## src/rtl/telemetry_uart_tx.sv

```systemverilog
// Telemetry packet transmitter: snapshots attitude and wheel speeds and sends them as one 8N1 UART frame.
// Optional macro TELEM_CHECKSUM_EN appends an XOR checksum byte (8 bytes instead of 7).
module telemetry_uart_tx #(
  parameter int CLKS_PER_BIT  = 868,
  parameter int PERIOD_CYCLES = 10_000_000
) (
  input  logic       clock,
  input  logic       reset,
  input  logic       enable,
  input  logic       send,
  input  logic [8:0] pitch,
  input  logic [8:0] yaw,
  input  logic [9:0] speed_left,
  input  logic [9:0] speed_right,
  output logic       uart_tx,
  output logic       busy,
  output logic       frame_done,
  output logic [7:0] dropped_count
);

  localparam int CW = $clog2(CLKS_PER_BIT);
  localparam int TW = $clog2(PERIOD_CYCLES);
  localparam logic [CW-1:0] CLK_LAST   = CW'(CLKS_PER_BIT - 1);
  localparam logic [TW-1:0] TIMER_LAST = TW'(PERIOD_CYCLES - 1);
`ifdef TELEM_CHECKSUM_EN
  localparam int N_BYTES = 8;
`else
  localparam int N_BYTES = 7;
`endif
  localparam logic [2:0] LAST_BYTE = 3'(N_BYTES - 1);

  localparam logic [1:0] IDLE  = 2'd0;
  localparam logic [1:0] START = 2'd1;
  localparam logic [1:0] DATA  = 2'd2;
  localparam logic [1:0] STOP  = 2'd3;

  logic [TW-1:0] timer_r;
  logic [1:0]    state_r;
  logic [CW-1:0] clk_cnt_r;
  logic [2:0]    bit_idx_r;
  logic [2:0]    byte_idx_r;
  logic [7:0]    seq_r;
  logic [7:0]    snap_seq_r;
  logic [8:0]    snap_pitch_r;
  logic [8:0]    snap_yaw_r;
  logic [9:0]    snap_left_r;
  logic [9:0]    snap_right_r;
  logic          tx_r;
  logic          busy_r;
  logic          frame_done_r;
  logic [7:0]    dropped_r;

  logic       tick_s;
  logic       trigger_s;
  logic       accept_s;
  logic       reject_s;
  logic       bit_end_s;
  logic [7:0] ext_byte_s;
  logic [7:0] byte_s;

`ifdef TELEM_CHECKSUM_EN
  function automatic logic [7:0] xor_sum(input logic [7:0] b1, input logic [7:0] b2,
                                         input logic [7:0] b3, input logic [7:0] b4,
                                         input logic [7:0] b5, input logic [7:0] b6);
    return b1 ^ b2 ^ b3 ^ b4 ^ b5 ^ b6;
  endfunction
`endif

  assign tick_s     = enable & (timer_r == TIMER_LAST);
  assign trigger_s  = tick_s | send;
  // The frame_done cycle still blocks a new frame even though busy has dropped.
  assign accept_s   = trigger_s & (state_r == IDLE) & ~frame_done_r;
  assign reject_s   = trigger_s & ~accept_s;
  assign bit_end_s  = (clk_cnt_r == CLK_LAST);
  assign ext_byte_s = {2'b00, snap_right_r[9:8], snap_left_r[9:8], snap_yaw_r[8], snap_pitch_r[8]};

  // Period timer: free-runs while enabled and wraps, clears when disabled.
  always_ff @(posedge clock) begin
    if (reset) begin
      timer_r <= {TW{1'b0}};
    end else if (!enable || (timer_r == TIMER_LAST)) begin
      timer_r <= {TW{1'b0}};
    end else begin
      timer_r <= timer_r + TW'(1);
    end
  end

  // Packet byte selected by the current byte index, built from the snapshot.
  always_comb begin
    byte_s = 8'h00;
    case (byte_idx_r)
      3'd0:    byte_s = 8'hA5;
      3'd1:    byte_s = snap_seq_r;
      3'd2:    byte_s = snap_pitch_r[7:0];
      3'd3:    byte_s = snap_yaw_r[7:0];
      3'd4:    byte_s = snap_left_r[7:0];
      3'd5:    byte_s = snap_right_r[7:0];
      3'd6:    byte_s = ext_byte_s;
`ifdef TELEM_CHECKSUM_EN
      3'd7:    byte_s = xor_sum(snap_seq_r, snap_pitch_r[7:0], snap_yaw_r[7:0],
                                snap_left_r[7:0], snap_right_r[7:0], ext_byte_s);
`endif
      default: byte_s = 8'h00;
    endcase
  end

  // Saturating count of triggers that arrive while a frame is in flight.
  always_ff @(posedge clock) begin
    if (reset) begin
      dropped_r <= 8'd0;
    end else if (reject_s && (dropped_r != 8'hFF)) begin
      dropped_r <= dropped_r + 8'd1;
    end else begin
      dropped_r <= dropped_r;
    end
  end

  // Frame sequencer: snapshot on trigger, then start/data/stop per byte.
  always_ff @(posedge clock) begin
    if (reset) begin
      state_r      <= IDLE;
      clk_cnt_r    <= {CW{1'b0}};
      bit_idx_r    <= 3'd0;
      byte_idx_r   <= 3'd0;
      seq_r        <= 8'd0;
      snap_seq_r   <= 8'd0;
      snap_pitch_r <= 9'd0;
      snap_yaw_r   <= 9'd0;
      snap_left_r  <= 10'd0;
      snap_right_r <= 10'd0;
      tx_r         <= 1'b1;
      busy_r       <= 1'b0;
      frame_done_r <= 1'b0;
    end else begin
      frame_done_r <= 1'b0;
      case (state_r)
        IDLE: begin
          if (accept_s) begin
            snap_seq_r   <= seq_r;
            snap_pitch_r <= pitch;
            snap_yaw_r   <= yaw;
            snap_left_r  <= speed_left;
            snap_right_r <= speed_right;
            seq_r        <= seq_r + 8'd1;
            busy_r       <= 1'b1;
            tx_r         <= 1'b0;
            clk_cnt_r    <= {CW{1'b0}};
            byte_idx_r   <= 3'd0;
            state_r      <= START;
          end
        end
        START: begin
          if (bit_end_s) begin
            clk_cnt_r <= {CW{1'b0}};
            bit_idx_r <= 3'd0;
            tx_r      <= byte_s[0];
            state_r   <= DATA;
          end else begin
            clk_cnt_r <= clk_cnt_r + CW'(1);
          end
        end
        DATA: begin
          if (bit_end_s) begin
            clk_cnt_r <= {CW{1'b0}};
            if (bit_idx_r == 3'd7) begin
              tx_r    <= 1'b1;
              state_r <= STOP;
            end else begin
              bit_idx_r <= bit_idx_r + 3'd1;
              tx_r      <= byte_s[bit_idx_r + 3'd1];
            end
          end else begin
            clk_cnt_r <= clk_cnt_r + CW'(1);
          end
        end
        STOP: begin
          if (bit_end_s) begin
            clk_cnt_r <= {CW{1'b0}};
            if (byte_idx_r != LAST_BYTE) begin
              byte_idx_r <= byte_idx_r + 3'd1;
              tx_r       <= 1'b0;
              state_r    <= START;
            end else begin
              busy_r       <= 1'b0;
              frame_done_r <= 1'b1;
              tx_r         <= 1'b1;
              state_r      <= IDLE;
            end
          end else begin
            clk_cnt_r <= clk_cnt_r + CW'(1);
          end
        end
        default: begin
          state_r <= IDLE;
          tx_r    <= 1'b1;
          busy_r  <= 1'b0;
        end
      endcase
    end
  end

  assign uart_tx       = tx_r;
  assign busy          = busy_r;
  assign frame_done    = frame_done_r;
  assign dropped_count = dropped_r;

endmodule

```

## config.mk

```make
export PLATFORM = sky130hd
export DESIGN_NAME = telemetry_uart_tx
export DESIGN_NICKNAME = d
export VERILOG_FILES = /design/src/rtl/telemetry_uart_tx.sv
export SDC_FILE = /design/constraint.sdc
export NUM_CORES = 1
export LEC_CHECK = 0
export BUFFER_PORTS_ARGS = -buffer_cell sky130_fd_sc_hd__buf_2
export CORE_ASPECT_RATIO = 1.2
export CORE_UTILIZATION = 55
export DETAILED_ROUTE_END_ITERATION = 16
export PLACE_DENSITY = 0.75
export SLEW_MARGIN = 5
export SYNTH_ARGS = -nofsm -noshare
export SYNTH_HDL_FRONTEND = slang
export SYNTH_SLANG_ARGS = --single-unit
```

## constraint.sdc

```tcl
create_clock -name clock -period 4.6 [get_ports clock]
set_clock_uncertainty 0.15 [all_clocks]
set_input_delay 0.92 -clock clock [delete_from_list [all_inputs] [get_ports clock]]
set_output_delay 0.92 -clock clock [all_outputs]
set_load 0.01 [all_outputs]
```

==> results.tsv, run 1 <==
stage	metric	value	unit
hold_path	min-delay-path-class	reg2reg	
sta	timing.setup.tns	0	ns
pwr	power_density	407	mW/mm2
cts	worstSkewPairLatency	0.37	ns
floorplan	core_area	0.00866	mm2
setup_path	critical_path_arrival	3.19	ns
sta	slew-limit-headroom	28.4	%
cts	ctsHtreeMaxLevel	3	
cts	cts_repair_resize_count	0	
cts	cts.repair_timing.setup_buffer_count	0	
pwr	vdd_drop_max	0.279	mV
sta	unrepaired_setup_endpoints_after_global_routing	no	
yosys	synth.distinct_cells	59	
yosys	syn-num-nets	674	
drt	via_count	4322	
placed_design	gp_congestion	0.792	
sta	total_setup_violations_reported_at_the_end_of_the_flow	0	
yosys	synth_async_reset_ratio	0	%
placed_design	placement.io_buffers	52	
sta	timing.final.max_slew_violations	0	
setup_path	setup.reg_to_reg.worst_slack	1.55	ns
cells_and_area	antenna_cells	0	
cts	clock-root-buffer	clkbuf_8	
floorplan	fp.dieArea	0.00944	mm2
setup_path	timing.critical_path.to_type	register	
setup_path	cp_data_required_time	4.75	ns
yosys	yosys_warnings	0	
run_status	status	finished clean	
cells_and_area	final_net_count	701	
setup_path	worst-setup-path-type	reg2reg	
sta	clock.fmax	0.328	GHz
setup_path	critical_path.endpoint	seq_r[7]	
cts	cts-root-to-sink-buffers	2	
sta	worst_max_slew_pin_slew	1.07	ns
yosys	synth_edf_count	0	
pwr	fin_total_pwr	2.21	mW
setup_path	worstRegToRegCells	6	
sta	finalHoldViolCount	0	
yosys	seq_area_frac_synth	43.0	%
flow_run	max-cap-violations	0	
floorplan	start_util	57.5	%
sta	timing.final.crit_share	66.2	%
floorplan	die_width	88.9	um
floorplan	placementRows	37	
drt	detail_route.first_pass.iterations	5	
sta	period_needed	3.05	ns
cts	clock_tree_from_tritoncts	yes	
global_routing	grt.total_usage	24.4	%
yosys	synth.ff_latch_count	107	
setup_path	regToRegEndpoint	seq_r[7]	
cts	cts.sinks	107	
yosys	synth_ff_type	dfxtp_1	
drt	drcViolationCount	0	
yosys	mappedNetlistArea	0.00498	mm2
yosys	synthesis.instances	617	
global_routing	gr_overflow_total	0	
cts	post_cts_hold_buffer_count	0	
setup_path	startpoint	state_r[0]	
global_routing	pin_count_of_the_biggest_net_entering_global_routing	84	
drt	final_antenna_net_count	0	
placed_design	dp_hpwl	7.40	mm
drt	vias_per_cell	5.64	
floorplan	num_io_pins	53	
global_routing	grt_antenna_before_repair	0	
yosys	syn_area_per_cell	8.07	um2
cells_and_area	area_growth_syn_to_layout	9.25	%
global_routing	wire_length_of_the_first_global_routing_pass	18.1	mm
cts	cts-buffers-inserted	9	
pwr	p_leak	1.97	nW
cells_and_area	final_layout_size_suffix_gt1_share	12.2	%
setup_path	critPathMaxFanout	49	
drt	drt-wirelength-per-cell	14.0	um
global_routing	first_global_vias	4057	
setup_path	startpoint_type	register	
drt	drt-total-wl	10.8	mm
cells_and_area	layout.filler_cells	805	
cts	clkTransAtPathRegs	0.10	ns
drt	drt_first_iter_violations	276	
floorplan	die-height	106	um
setup_path	r2r_start	state_r[0]	
layer usage:
metal | part of all wire [%] | global-route usage, % | up-vias
met4 | 1.8 | 10.0 | 0
met3 | 4.3 | 3.73 | 13
met2 | 49 | 39.8 | 93
met5 | 0 | 0 | -
li1 | - | - | 2192
met1 | 45 | 31.7 | 2024
worst max-delay path, cell delays in order (launching register included):
cell	delay, ns
dfxtp_1	0.36
inv_1	0.10
ha_1	0.51
nor2b_1	0.65
nand2b_4	0.45
or4_1	0.60
a21oi_1	0.15
registers in the layout, indices dropped and copies added (netlist names):
name	count
snap_seq_r	8
snap_yaw_r	9
busy	1
snap_left_r	10
frame_done	1
snap_pitch_r	9
state_r	2
timer_r	24
clk_cnt_r	10
uart_tx	1
bit_idx_r	3
snap_right_r	10
byte_idx_r	3
dropped_count	8
seq_r	8
cell usage after synthesis (all sizes together) (9+ instances only):
library cell	count	area share, %
a21oi	73	7.3
a22oi	13	2.0
buf	9	1.1
clkbuf	28	2.1
dfxtp	107	43
ha	15	3.8
inv	15	1.1
nand2	125	9.4
nand3	22	2.2
nor2	62	4.7
nor3	13	1.5
o21ai	15	1.5
xnor2	20	3.5
xor2	13	2.3
worst min path at each step:
| stage | end | slack, ns | start | cells after the start |
|---|---|---|---|---|
| 6_report | timer_r[0] | 0.31 | timer_r[0] | 1 |
| 5_1_grt | timer_r[0] | 0.33 | timer_r[0] | 1 |
| 4_1_cts | timer_r[0] | 0.31 | timer_r[0] | 1 |
| 3_5_place_dp | timer_r[0] | 0.29 | timer_r[0] | 1 |
| 3_3_place_gp | timer_r[0] | 0.28 | timer_r[0] | 1 |
| 2_1_floorplan | timer_r[0] | 0.27 | timer_r[0] | 1 |
metrics by stage:
| step | instances | cell area, um2 | util (%) | setup WS (ns) | hold slack [ns] |
|---|---|---|---|---|---|
| global route | 766 | 5440 | 62.8 | 1.32 | 0.335 |
| CTS | 766 | 5440 | 62.8 | 1.55 | 0.307 |
| floorplan | 617 | 4980 | - | 2.22 | 0.268 |
| global placement | 750 | 5240 | 60.6 | 1.66 | 0.277 |
| detailed placement | 750 | 5240 | 60.6 | 1.57 | 0.289 |
| finish | 766 | 5440 | 62.8 | 1.55 | 0.306 |
area by class of cell:
cell class | count | area, um2 | area share [%]
multi-input cells | 458 | 2630 | 48.4
clock buffers | 10 | 128 | 2.35
well taps | 117 | 146 | 2.69
flip-flops and latches | 107 | 2140 | 39.4
clock inverters | 6 | 68.8 | 1.27
inverters | 15 | 56.3 | 1.04
repair buffers | 53 | 268 | 4.92
cell usage in the layout, fill, tap and decap left out, drive strengths merged, types with 2 or more instances in the layout:
master  count
nand2     125
dfxtp     107
a21oi      73
nor2       62
buf        53
nand3      22
xnor2      20
inv        18
ha         15
o21ai      15
xor2       13
a22oi      13
nor3       13
clkbuf     10
and3        8
nand4       7
nor2b       4
a311oi      4
nor4        4
a31oi       4
nand2b      4
nor4b       4
nor3b       3
nand3b      3
and4        3
a41oi       3
o21a        3
mux2i       3
or4         3
a221oi      3
nand4b      2
or3         2
and4b       2
a222oi      2
o221ai      2
report_power, final:
group          internal (mW)  total, mW  leakage [nW]  switching, mW
combinational          0.173      0.537          1.00          0.363
clock                  0.257      0.587        0.0977          0.330
sequential              1.02       1.09         0.869         0.0681
logic make-up after synthesis:
family          after synthesis  share of synthesized area [%]
buf+inv                      52                           4.30
xor+xnor                     33                           5.81
simple gates                272                           25.6
mux                           4                          0.829
fa+ha+maj                    15                           3.77
compound gates              134                           16.7
flops                       107                           43.0
(Power assumes the default switching activity.)
==> run 2, diff against run 1 <==
ABC_AREA = 1   (was not set)
CORE_UTILIZATION = 53   (was 55)
PLACE_DENSITY = 0.76   (was 0.75)
clock period = 2.5 ns   (was 4.6 ns; I/O delays follow)
==> results.tsv, run 2 <==
stage	metric	value	unit	change
floorplan	placementRows	39		+5.4%
cts	cts_repair_resize_count	0		unchanged
sta	timing.setup.tns	0	ns	unchanged
floorplan	fp.dieArea	0.0104	mm2	+10%
cells_and_area	fin_util	61.1	%	-1.7 points
drt	drt-wirelength-per-cell	13.0	um	-7.2%
cells_and_area	antenna_cells	0		unchanged
yosys	yosys.cell_count.top_type	nor2_1		
cells_and_area	final_layout_size_suffix_gt1_share	13.1	%	+0.92 points
cts	clock-root-buffer	clkbuf_16		
drt	drcViolationCount	0		unchanged
setup_path	critical_path_arrival	2.42	ns	-0.77 ns
cells_and_area	number_of_flip_flops_under_the_largest_register_name	24		unchanged
drt	drt-total-wl	11.8	mm	+9.3%
cts	cts.repair_timing.setup_buffer_count	0		unchanged
cts	worstSkewPairLatency	0.35	ns	-0.02 ns
cells_and_area	final_net_count	834		+19%
pwr	p_leak	2.37	nW	+21%
drt	detail_route.first_pass.iterations	5		unchanged
cells_and_area	finish.cell_count_without_fillers	902		+18%
placed_design	placement.io_buffers	52		unchanged
placed_design	gp_congestion	0.909		+15%
cts	clock_tree_from_tritoncts	yes		
drt	via_count	4822		+12%
floorplan	start_util	55.1	%	-2.5 points
placed_design	placed_cells	889		+19%
cells_and_area	final_design_area_no_fill	0.00588	mm2	+8.1%
run_status	status	finished clean		
yosys	synth_top_cell_area_share	40.5	%	-2.6 points
sta	period_needed	2.29	ns	-0.756 ns
floorplan	core_area	0.00961	mm2	+11%
cts	cts-root-to-sink-buffers	2		unchanged
placed_design	dp_hpwl	8.47	mm	+14%
yosys	synth.distinct_cells	43		-27%
yosys	mappedNetlistArea	0.00529	mm2	+6.3%
setup_path	critPathMaxFanout	32		-35%
sta	timing.final.crit_share	91.6	%	+25 points
sta	slew-limit-headroom	64.0	%	+36 points
sta	unrepaired_setup_endpoints_after_global_routing	no		
yosys	netlist.top_cell.by_area	dfxtp_1		
sta	worst_max_slew_pin_slew	0.541	ns	-0.531 ns
yosys	synth_ff_type	dfxtp_1		
cells_and_area	regMostFlops	timer_r		
cells_and_area	most-common-layout-cells	nor2_1, nand2_1, dfxtp_1		
drt	final_antenna_net_count	0		unchanged
setup_path	worstRegToRegCells	12		+6
sta	total_setup_violations_reported_at_the_end_of_the_flow	0		unchanged
setup_path	worst-setup-path-type	reg2reg		
cts	cts.sinks	107		unchanged
global_routing	wire_length_of_the_first_global_routing_pass	20.1	mm	+11%
global_routing	grt_antenna_before_repair	0		unchanged
yosys	synth.ff_latch_count	107		unchanged
yosys	yosys_warnings	0		unchanged
yosys	seq_area_frac_synth	40.5	%	-2.6 points
yosys	syn_area_per_cell	7.21	um2	-11%
pwr	vdd_drop_max	0.394	mV	+41%
yosys	synth.area.top_cells	dfxtp_1, nor2_1, nand2_1, nand3_1, o21ai_0		
pwr	power_density	818	mW/mm2	+100%
cts	ctsHtreeMaxLevel	3		unchanged
sta	finalHoldViolCount	0		unchanged
floorplan	num_io_pins	53		unchanged
cells_and_area	final_common_cell	nor2_1		
cts	cts-buffers-inserted	9		unchanged
setup_path	startpoint_type	register		
drt	drt_first_iter_violations	248		-10%
yosys	synth_async_reset_ratio	0	%	unchanged
floorplan	die-height	111	um	+4.9%
yosys	yosys-top-cells-count	nor2_1, nand2_1, dfxtp_1		
yosys	synthesis.instances	734		+19%
global_routing	gr_overflow_total	0		unchanged
hold_path	min-delay-path-class	in2reg		
global_routing	grt.total_usage	24.0	%	-0.33 points
drt	vias_per_cell	5.35		-5.3%
sta	timing.final.max_slew_violations	0		unchanged
cells_and_area	area_growth_syn_to_layout	11.1	%	
cts	clkTransAtPathRegs	0.07	ns	-0.03 ns
placed_design	postPlaceCellArea	0.00561	mm2	+6.9%
sta	clock.fmax	0.437	GHz	+33%
hold_path	min_path_cells	3		+2
setup_path	cp_data_required_time	2.63	ns	-2.12 ns
cts	post_cts_hold_buffer_count	0		unchanged
yosys	syn-num-nets	791		+17%
global_routing	pin_count_of_the_biggest_net_entering_global_routing	43		-49%
yosys	synth_edf_count	0		unchanged
setup_path	timing.critical_path.to_type	register		
flow_run	max-cap-violations	0		unchanged
floorplan	die_width	93.2	um	+4.9%
global_routing	first_global_vias	4628		+14%
run 2: cell types whose count changed after synthesis, moves of 5 or more:
cell,change
o21ai_0,+46
clkbuf_1,-11
nand3_2,+5
a22oi_1,-13
nand3_1,+41
nor2_1,+69
nand4_1,+12
xnor2_1,-15
inv_2,+5
inv_1,+41
and3_1,-5
a21oi_1,-21
run 2: critical path, cell delays in order, from the launching register on:
cell and delay [ns]:
dfxtp_1 0.36, ha_1 0.21, nand3_2 0.12, nor2_4 0.12
inv_2 0.04, nor2_2 0.10, nand3_2 0.10, nand2_4 0.15
nand2_8 0.15, clkinv_4 0.24, buf_4 0.29, nor2_1 0.06
nor2_1 0.12
run 2: power breakdown:
group / leakage [nW] / switching [mW] / internal, mW / total, mW
logic: 1.37 / 0.909 / 0.442 / 1.35
registers: 0.874 / 0.162 / 1.95 / 2.11
clock network: 0.130 / 0.587 / 0.758 / 1.34
run 2: stage by stage:
stage | setup WS (ns) | hold slack (ns) | total power, mW
final | 0.211 | 0.256 | 4.81
after global routing | 0.00152 | 0.264 | 5.12
after CTS | 0.201 | 0.248 | 4.84
after detailed placement | 0.218 | 0.290 | 3.48
after global placement | 0.313 | 0.280 | 3.42
after floorplan | 0.473 | 0.268 | 3.21
run 2: layout make-up:
cell class              count  area (um2)
flip-flops and latches    107        2140
multi-input cells         535        2740
inverters                  63         241
clock inverters             3        42.5
fillers                   870        3730
well taps                 123         154
repair buffers             61         328
clock buffers              10         229
run 2: cell families after synthesis:
logic type	share of synthesized area (%)
compound gates	13.0
xor+xnor	2.98
fa+ha+maj	3.55
buf+inv	7.73
flops	40.5
simple gates	32.3
run 2: final timing paths:
path / startpoint / end / slack (ns)
max: timer_r[0] / snap_left_r[6] / 0.21
min: yaw[7] / snap_yaw_r[7] / 0.26
max reg2reg: timer_r[0] / snap_left_r[6] / 0.21
min reg2reg: timer_r[0] / timer_r[0] / 0.31
run 2: per-layer routing:
layer,global-route usage [%],share of wire [%]
met2,42.1,49
met1,28.6,44
met4,11.6,2.9
met3,3.21,3.7
met5,0,0
==> run 3, diff against run 2 <==
CORE_MARGIN = 2   (was not set)
==> results.tsv, run 3 (synthesis gave the netlist of run 2 again) <==
stage	metric	value	unit	change
sta	unrepaired_setup_endpoints_after_global_routing	no		
floorplan	die-height	113	um	+1.8%
sta	slew-limit-headroom	60.1	%	-3.9 points
sta	period_needed	2.26	ns	-0.0300 ns
cts	clkTransAtPathRegs	0.07	ns	about the same
drt	via_count	4832		+0.21%
cts	cts_repair_resize_count	0		unchanged
cells_and_area	antenna_cells	0		unchanged
setup_path	critical_path.slowest_cell	dfxtp_1		
hold_path	hold_start	speed_left[9]		
setup_path	cp_data_required_time	2.58	ns	-0.05 ns
hold_path	min-delay-path-class	in2reg		
flow_run	max-cap-violations	0		unchanged
global_routing	wire_length_of_the_first_global_routing_pass	19.6	mm	-2.9%
drt	vias_per_cell	5.35		about the same
setup_path	timing.critical_path.to_type	register		
sta	timing.setup.tns	0	ns	unchanged
cells_and_area	number_of_flip_flops_under_the_largest_register_name	24		unchanged
sta	clock.fmax	0.443	GHz	+1.3%
drt	drcViolationCount	0		unchanged
floorplan	placementRows	39		unchanged
pwr	p_leak	2.39	nW	+0.51%
pwr	power_density	828	mW/mm2	+1.2%
cts	cts-buffers-inserted	9		unchanged
cts	cts.repair_timing.setup_buffer_count	0		unchanged
drt	drt-total-wl	11.9	mm	+1.2%
floorplan	fp.dieArea	0.0108	mm2	+4.0%
global_routing	first_global_vias	4546		-1.8%
cts	clock-root-buffer	clkbuf_16		
pwr	vdd_drop_max	0.426	mV	+8.2%
setup_path	crit_buf_inv	2		-1
setup_path	startpoint	timer_r[0]		
cts	ctsHtreeMaxLevel	3		unchanged
setup_path	critical_path_arrival	2.34	ns	-0.08 ns
cells_and_area	regMostFlops	timer_r		
cells_and_area	final_design_area_no_fill	0.00590	mm2	+0.32%
placed_design	dp_hpwl	8.38	mm	-0.97%
sta	timing.final.crit_share	90.4	%	-1.2 points
floorplan	die_width	95.2	um	+2.1%
cells_and_area	multi_input_area	0.00274	mm2	unchanged
cells_and_area	final_common_cell	nor2_1		
setup_path	worst-setup-path-type	reg2reg		
setup_path	critPathMaxFanout	44		+38%
setup_path	startpoint_type	register		
global_routing	gr_overflow_total	0		unchanged
cts	worstSkewPairLatency	0.35	ns	about the same
cells_and_area	area_growth_syn_to_layout	11.4	%	
placed_design	postPlaceCellArea	0.00560	mm2	-0.13%
sta	total_setup_violations_reported_at_the_end_of_the_flow	0		unchanged
global_routing	grt.total_usage	22.6	%	-1.5 points
placed_design	placement.io_buffers	52		unchanged
cts	clock_tree_from_tritoncts	yes		
setup_path	critical_path.max_stage_delay	0.36	ns	about the same
sta	timing.final.max_slew_violations	0		unchanged
drt	drt_first_iter_violations	242		-2.4%
cts	post_cts_hold_buffer_count	0		unchanged
sta	worst_max_slew_pin_slew	0.594	ns	+0.0531 ns
floorplan	core_area	0.00961	mm2	unchanged
cells_and_area	most-common-layout-cells	nor2_1, nand2_1, dfxtp_1		
global_routing	grt_antenna_before_repair	0		unchanged
placed_design	gp_congestion	0.913		+0.45%
cells_and_area	area.sequential	0.00214	mm2	unchanged
setup_path	r2r_start	timer_r[0]		
run_status	status	finished clean		
setup_path	crit_top_cell	nand3_2		
drt	final_antenna_net_count	0		unchanged
drt	detail_route.first_pass.iterations	5		unchanged
floorplan	num_io_pins	53		unchanged
setup_path	worst_path_dominant_cell_family	simple AND/OR/NAND/NOR gates		
floorplan	start_util	55.1	%	unchanged
global_routing	pin_count_of_the_biggest_net_entering_global_routing	54		+26%
cells_and_area	final_net_count	833		-0.12%
cells_and_area	layout.filler_cells	873		+0.34%
cts	cts-root-to-sink-buffers	2		unchanged
setup_path	worstPathCellList	ha_1 -> nand3_2 -> nor2_4 -> inv_2 -> nor2_2 -> nand3_2 -> nand2_4 -> nand2_8 -> buf_4 -> nor3_1 -> nor3b_2		
cts	cts.sinks	107		unchanged
sta	finalHoldViolCount	0		unchanged
drt	drt-wirelength-per-cell	13.2	um	+0.95%
cells_and_area	final_layout_size_suffix_gt1_share	13.3	%	+0.22 points
## run 3: metrics by stage
stage / setup WS, ns / instances / hold slack [ns] / total power [mW] / utilization [%]
2_1_floorplan: 0.473 / 734 / 0.268 / 3.21 / -
3_3_place_gp: 0.353 / 888 / 0.279 / 3.42 / 58.2
3_5_place_dp: 0.215 / 888 / 0.288 / 3.48 / 58.2
4_1_cts: 0.186 / 904 / 0.249 / 4.91 / 61.3
5_1_grt: 0.0365 / 904 / 0.268 / 5.18 / 61.3
6_report: 0.241 / 904 / 0.250 / 4.88 / 61.3
## run 3: path summary, 6_finish.rpt
check | to | slack [ns] | cells past startpoint
worst max-delay path | seq_r[3] | 0.24 | 11
worst min-delay path | snap_left_r[9] | 0.25 | 3
worst max register to register | seq_r[3] | 0.24 | 11
worst min register to register | snap_seq_r[7] | 0.31 | 2
## run 3: worst reg2reg max path, stage by stage (launching register included)
cell and delay [ns]:
dfxtp_1 0.36, ha_1 0.22, nand3_2 0.12, nor2_4 0.13
inv_2 0.04, nor2_2 0.10, nand3_2 0.11, nand2_4 0.15
nand2_8 0.16, buf_4 0.31, nor3_1 0.23, nor3b_2 0.07
## run 3: where the power goes
| group | switching [mW] | internal (mW) |
|---|---|---|
| Sequential | 0.161 | 1.95 |
| Clock | 0.612 | 0.799 |
| Combinational | 0.917 | 0.443 |
| Total | 1.69 | 3.19 |
## run 3: final cells by class
| type | count | area share (%) |
|---|---|---|
| multi-input combinational | 535 | 46.5 |
| sequential | 107 | 36.3 |
| timing repair buffer | 60 | 5.43 |
| inverter | 63 | 4.14 |
| clock buffer | 11 | 4.12 |
| tap | 123 | 2.61 |
| clock inverter | 5 | 0.891 |
## run 3: metal layers
layer,track usage (%),wire length [um],vias to the layer above,part of all wire (%)
met5,0,0,-,0
met4,10.4,320,0,2.7
met2,38.2,5680,108,48
li1,-,-,2499,-
met3,4.56,516,25,4.3
met1,27.3,5380,2200,45
